File: src/rtl/counter_ctrl_pkg.sv
// counter_ctrl_pkg
//   Shared definitions for the counter load/sequencing controller:
//   FSM state encoding, default datapath width and reload tally width.
package counter_ctrl_pkg;

   typedef enum logic [1:0] {
      IDLE = 2'b00,
      LOAD = 2'b01,
      RUN  = 2'b10,
      DONE = 2'b11
   } state_t;

   localparam int DEFAULT_DATA_WIDTH = 8;
   localparam int TALLY_WIDTH        = 8;

endpackage : counter_ctrl_pkg

File: src/rtl/counter_ctrl_tally.sv
// counter_ctrl_tally
//   Saturating event tally used to count done pulses since the last start.
//   Ports:
//     Clk    - rising-edge clock
//     RST_N  - asynchronous active-low reset (clears the tally)
//     clear  - synchronous clear; has priority over incr
//     incr   - add one to the tally unless it is already at its maximum
//     count  - current tally value
//     sat    - high while the tally sits at its maximum value
module counter_ctrl_tally
   import counter_ctrl_pkg::*;
(
   input  logic                   Clk,
   input  logic                   RST_N,
   input  logic                   clear,
   input  logic                   incr,
   output logic [TALLY_WIDTH-1:0] count,
   output logic                   sat
);

   localparam logic [TALLY_WIDTH-1:0] COUNT_MAX = '1;

   assign sat = (count == COUNT_MAX);

   always_ff @(posedge Clk or negedge RST_N) begin
      if (!RST_N) begin
         count <= '0;
      end else if (clear) begin
         count <= '0;
      end else if (incr && !sat) begin
         count <= count + 1'b1;
      end
   end

endmodule : counter_ctrl_tally

File: src/rtl/counter_load_ctrl.sv
// counter_load_ctrl
//   Sequencing controller for a parallel-load up/down counter. Latches a
//   start configuration, loads the counter, enables it until carry/borrow
//   out, then pulses done and either returns to IDLE or reloads.
//   Optional feature macro: CNT_CTRL_RELOAD_TALLY_EN (adds a saturating
//   count of done pulses since the last accepted start).
//   Ports:
//     Clk, RST_N          - clock, asynchronous active-low reset
//     start_i, stop_i     - start request (IDLE only), abort request
//     cfg_preset_i        - preset value, latched on accepted start
//     cfg_dir_i           - direction, latched on start (1 = up)
//     cfg_auto_reload_i   - reload mode, latched on start (1 = reload)
//     cnt_value_i         - counter value, registered onto value_o
//     cnt_cout_i          - counter carry/borrow out (terminal count)
//     cnt_load_o, cnt_data_o, cnt_dir_o, cnt_en_o - counter controls
//     busy_o, done_o      - status: not IDLE, one-cycle terminal pulse
//     value_o             - cnt_value_i delayed by one cycle
//     reload_cnt_o, tally_sat_o - (macro only) done tally and saturation
module counter_load_ctrl
   import counter_ctrl_pkg::*;
#(
   parameter int DATA_WIDTH = DEFAULT_DATA_WIDTH
)
(
   input  logic                   Clk,
   input  logic                   RST_N,
   input  logic                   start_i,
   input  logic                   stop_i,
   input  logic [DATA_WIDTH-1:0]  cfg_preset_i,
   input  logic                   cfg_dir_i,
   input  logic                   cfg_auto_reload_i,
   input  logic [DATA_WIDTH-1:0]  cnt_value_i,
   input  logic                   cnt_cout_i,
   output logic                   cnt_load_o,
   output logic [DATA_WIDTH-1:0]  cnt_data_o,
   output logic                   cnt_dir_o,
   output logic                   cnt_en_o,
   output logic                   busy_o,
   output logic                   done_o,
   output logic [DATA_WIDTH-1:0]  value_o
`ifdef CNT_CTRL_RELOAD_TALLY_EN
   ,
   output logic [TALLY_WIDTH-1:0] reload_cnt_o,
   output logic                   tally_sat_o
`endif
);

   state_t                state;
   state_t                state_next;
   logic [DATA_WIDTH-1:0] preset_q;
   logic                  dir_q;
   logic                  auto_reload_q;
   logic                  busy;
   logic                  start_accept;

   assign start_accept = (state == IDLE) && start_i;

   // Next-state logic. stop_i wins over cnt_cout_i so an abort at terminal
   // count never produces a done pulse.
   always_comb begin
      // NOTE: default assigned first so every path drives state_next and
      // no latch is inferred.
      state_next = state;
      unique case (state)
         IDLE: if (start_i) state_next = LOAD;
         LOAD: state_next = stop_i ? IDLE : RUN;
         RUN: begin
            if (stop_i)          state_next = IDLE;
            else if (cnt_cout_i) state_next = DONE;
         end
         DONE: begin
            if (stop_i)             state_next = IDLE;
            else if (auto_reload_q) state_next = LOAD;
            else                    state_next = IDLE;
         end
         default: state_next = IDLE;
      endcase
   end

   // Moore outputs decoded from the state register only. Data and direction
   // are gated so every counter control reads 0 while IDLE.
   assign busy       = (state != IDLE);
   assign busy_o     = busy;
   assign cnt_load_o = (state == LOAD);
   assign cnt_en_o   = (state == RUN);
   assign cnt_data_o = busy ? preset_q : '0;
   assign cnt_dir_o  = busy & dir_q;

   // NOTE: non-blocking assignments for all registered state so every
   // flop samples pre-edge values regardless of statement order.
   always_ff @(posedge Clk or negedge RST_N) begin
      if (!RST_N) begin
         state         <= IDLE;
         preset_q      <= '0;
         dir_q         <= 1'b0;
         auto_reload_q <= 1'b0;
         done_o        <= 1'b0;
         value_o       <= '0;
      end else begin
         state   <= state_next;
         // done_o is registered but high exactly while the FSM sits in DONE.
         done_o  <= (state_next == DONE);
         value_o <= cnt_value_i;
         if (start_accept) begin
            preset_q      <= cfg_preset_i;
            dir_q         <= cfg_dir_i;
            auto_reload_q <= cfg_auto_reload_i;
         end
      end
   end

`ifdef CNT_CTRL_RELOAD_TALLY_EN
   // done_o is high for one cycle per terminal count, so it is the tally's
   // increment; a start clears the tally for the new run.
   counter_ctrl_tally u_tally (
      .Clk   (Clk),
      .RST_N (RST_N),
      .clear (start_accept),
      .incr  (done_o),
      .count (reload_cnt_o),
      .sat   (tally_sat_o)
   );
`endif

endmodule : counter_load_ctrl

File: config.mk
export PLATFORM = sky130hd
export DESIGN_NAME = counter_load_ctrl
export DESIGN_NICKNAME = d
export VERILOG_FILES = /design/src/rtl/counter_ctrl_pkg.sv /design/src/rtl/counter_ctrl_tally.sv /design/src/rtl/counter_load_ctrl.sv
export SDC_FILE = /design/constraint.sdc
export NUM_CORES = 1
export LEC_CHECK = 0
export CAP_MARGIN = 25
export CORE_UTILIZATION = 37
export DETAILED_ROUTE_END_ITERATION = 8
export HOLD_SLACK_MARGIN = 0.05
export PLACE_DENSITY = 0.78
export SYNTH_ARGS = -nofsm -noshare
export SYNTH_HDL_FRONTEND = slang
export SYNTH_HIERARCHICAL = 1
export SYNTH_SLANG_ARGS = --single-unit
File: constraint.sdc
create_clock -name Clk -period 1.8 [get_ports Clk]
set_clock_uncertainty 0.1 [all_clocks]
set_input_delay 0.36 -clock Clk [delete_from_list [all_inputs] [get_ports Clk]]
set_output_delay 0.36 -clock Clk [all_outputs]
set_load 0.1 [all_outputs]
==> flow_summary.yaml <==
cts:
  clockBufferDepth: 2
  number_of_buffers_inserted_by_hold_repair_at_cts: 0
  htree_levels: 1
  insertion_delay_ns: 0.29
  tritoncts.num_buffers: 3
  cts_tree: "done"
  cts_root_buffer: "clkbuf_4"
  cts_num_sinks: 21
  path_clk_slew_ns: 0.11
run:
  maxCapViolCount: 0
synthesis:
  yosysSeqAreaShare_pct: 67.20
  post_synthesis_cell_count: 51
  synth_top_cell_by_area: "dfrtp_1"
  synth.ff_latch_count: 21
  synth_largest_type_area_fraction_pct: 67.20
  synth-warning-count: 6
  synth.avg_cell_area_um2: 15.33
  syn-cell-area_um2: 782.0
  synth.net_count: 74
  cell_types_occupying_the_most_area_after_synthesis: "dfrtp_1, mux2_2, nor2b_1"
  netlist-cell-type-count: 13
sta:
  final-max-slew-violation-count: 0
  relSlewSlack_pct: 82.41
  final.period_utilization_pct: 96.49
  finalWorstSetupSlack_ns: 0.06324
  finalHoldViolations: 0
  worstMarginPinSlew_ns: 0.2639
  finalSetupViolCount: 0
  holdWs_ns: 0.2997
  final_period_minus_worst_setup_slack_ns: 1.737
  rsz_0062_raised_after_global_routing: "yes"
  max_freq_mhz: 575.8
drt:
  post-route-drc-count: 0
  firstDrtPassIters: 2
  routed-via-count: 597
  wl_per_cell_um: 12.67
  drt-vias-per-instance: 4.557
  totalWireLength_um: 1660
  drtIter0Drc: 1
  route.antenna.remaining_nets: 0
critical_path:
  reg2reg_start: "state[1]"
  crit-reg2reg-capture: "auto_reload_q"
  worstSetupStartpointType: "register"
  rr_worst_depth: 4
  worstSetupEndpointType: "output port"
  arrival_worst_endpoint_ns: 1.28
  regToRegSetupSlack_ns: 0.28
  setup.worst_path.class: "reg2out"
  timing.critical_path.fanout_max: 4
  worst-endpoint-required_ns: 1.34
grt:
  groute.layer.met3.usage_pct: 2.642
  antenna_violations_before_repair: 0
  grt_util_met1_pct: 18.60
  groute.usage.overall_pct: 17.10
  overflow: 0
  global_route.usage.met2_pct: 30.27
  grt_first_pass_wirelength_um: 2566
  grt-busiest-layer: "met2"
  grt_start_max_net_pins: 22
  first_global_vias: 620
min_path:
  min-delay-path-class: "in2async"
layout:
  insertedDiodeCount: 0
  layout.cell_area.non_filler_mm2: 0.001567
  final_net_count: 128
  layout-drive-gt1-share_pct: 53.85
  syn_to_final_growth_pct: 100.3
place:
  port_buffers: 43
  pre_cts_slack_ns: 0.02250
  gp_routability_congestion: 0.6874
  hpwl_um: 1317
  dpl-instance-area_mm2: 0.001501
die:
  placementRows: 16
  starting_density_pct: 39.46
  ioPinCount: 44
  dieWidth_um: 47.97
  die_h_um: 47.97
  core-area_mm2: 0.001982
  fp.dieArea_mm2: 0.002301
power_and_ir_drop:
  power.leakage_uw: 0.0006828
  pwr_density_cell_mw_per_mm2: 1525
  highest_ir_drop_seen_on_vdd_mv: 0.8811
outcome:
  status: "completed"
state kept, by name, indices dropped and copies added (netlist names):
signal / flops
preset_q: 8
value_o: 8
auto_reload_q: 1
done_o: 1
state: 2
dir_q: 1
Yosys cell counts:
library cell / instances
dfrtp_1: 21
mux2_2: 10
nor2b_1: 9
and2b_1: 2
buf_6: 1
inv_1: 1
mux2i_1: 1
nand2b_1: 1
nor2_1: 1
nor3b_1: 1
nor3b_2: 1
o21ba_2: 1
o21bai_1: 1
cells by family (layout without fill, tap and decap cells):
group / after synthesis / in the layout / synth area share [%]
AO/OA/AOI/OAI: 2 / 2 / 2.240
buffers and inverters: 2 / 55 / 1.919
flip-flops: 21 / 21 / 67.20
multiplexers: 11 / 11 / 15.68
AND/OR/NAND/NOR: 15 / 15 / 12.96
area by class of cell:
type,instances,area (um2)
repair buffers,50,696.9
flip-flops and latches,21,526.8
fillers,124,415.4
multi-input cells,28,277.8
well taps,27,33.78
clock buffers,3,22.52
clock inverters,1,5.005
inverters,1,3.754
routing by layer:
layer / part of all wire, % / vias up / wire [um]
li1: - / 276 / -
met1: 40 / 288 / 661
met2: 53 / 29 / 877
met3: 5.0 / 4 / 83
met4: 2.3 / 0 / 38
met5: 0 / - / 0
worst max path at each step:
stage               startpoint            end  slack (ns)  depth (start not counted)
floorplan             state[0]  cnt_data_o[0]       -0.04                          2
global placement       start_i    preset_q[5]        0.07                          4
detailed placement     start_i    preset_q[2]        0.02                          4
CTS                   state[0]      cnt_dir_o        0.01                          4
global route          state[1]  cnt_data_o[3]      -0.008                          3
finish                state[0]  cnt_data_o[3]        0.06                          3
per-stage QoR:
stage / utilization (%) / TNS, ns / cells / power [uW]
2_1_floorplan: - / -0.2955 / 51 / 1574
5_1_grt: 79.04 / -0.007541 / 131 / 2484
4_1_cts: 78.35 / 0 / 131 / 2394
3_5_place_dp: 75.76 / 0 / 124 / 2146
6_report: 79.04 / 0 / 131 / 2389
3_3_place_gp: 75.76 / 0 / 124 / 2124
cells in the final DEF, fill, tap and decap left out:
cell type,count
mux2i_1,1
mux2_2,10
nor2b_2,8
clkinv_2,1
and2b_1,1
clkdlybuf4s50_1,22
o21ba_2,1
nor2b_4,1
nand2b_1,1
nor2_4,1
dfrtp_1,20
o21bai_1,1
buf_4,6
buf_12,21
and2b_2,1
nor3b_1,1
buf_6,1
clkbuf_4,3
dfrtp_2,1
nor3b_2,1
inv_1,1
critical path, cell delays in order (launching register included):
cell and delay [ns]:
dfrtp_2 0.45, nor2_4 0.12, and2b_2 0.25, buf_12 0.16
report_power, final:
part	switching, uW	leakage [uW]	internal, uW
Clock	136	0.0000177	82.8
Sequential	58.1	0.000248	576
Combinational	925	0.000417	612
what timing repair did:
item	4_1_cts	5_1_grt
endpoints found under the setup margin	9	7
buffers inserted	3	0
resized for setup	1	3
Note: power is estimated with default switching activity, not from simulation.
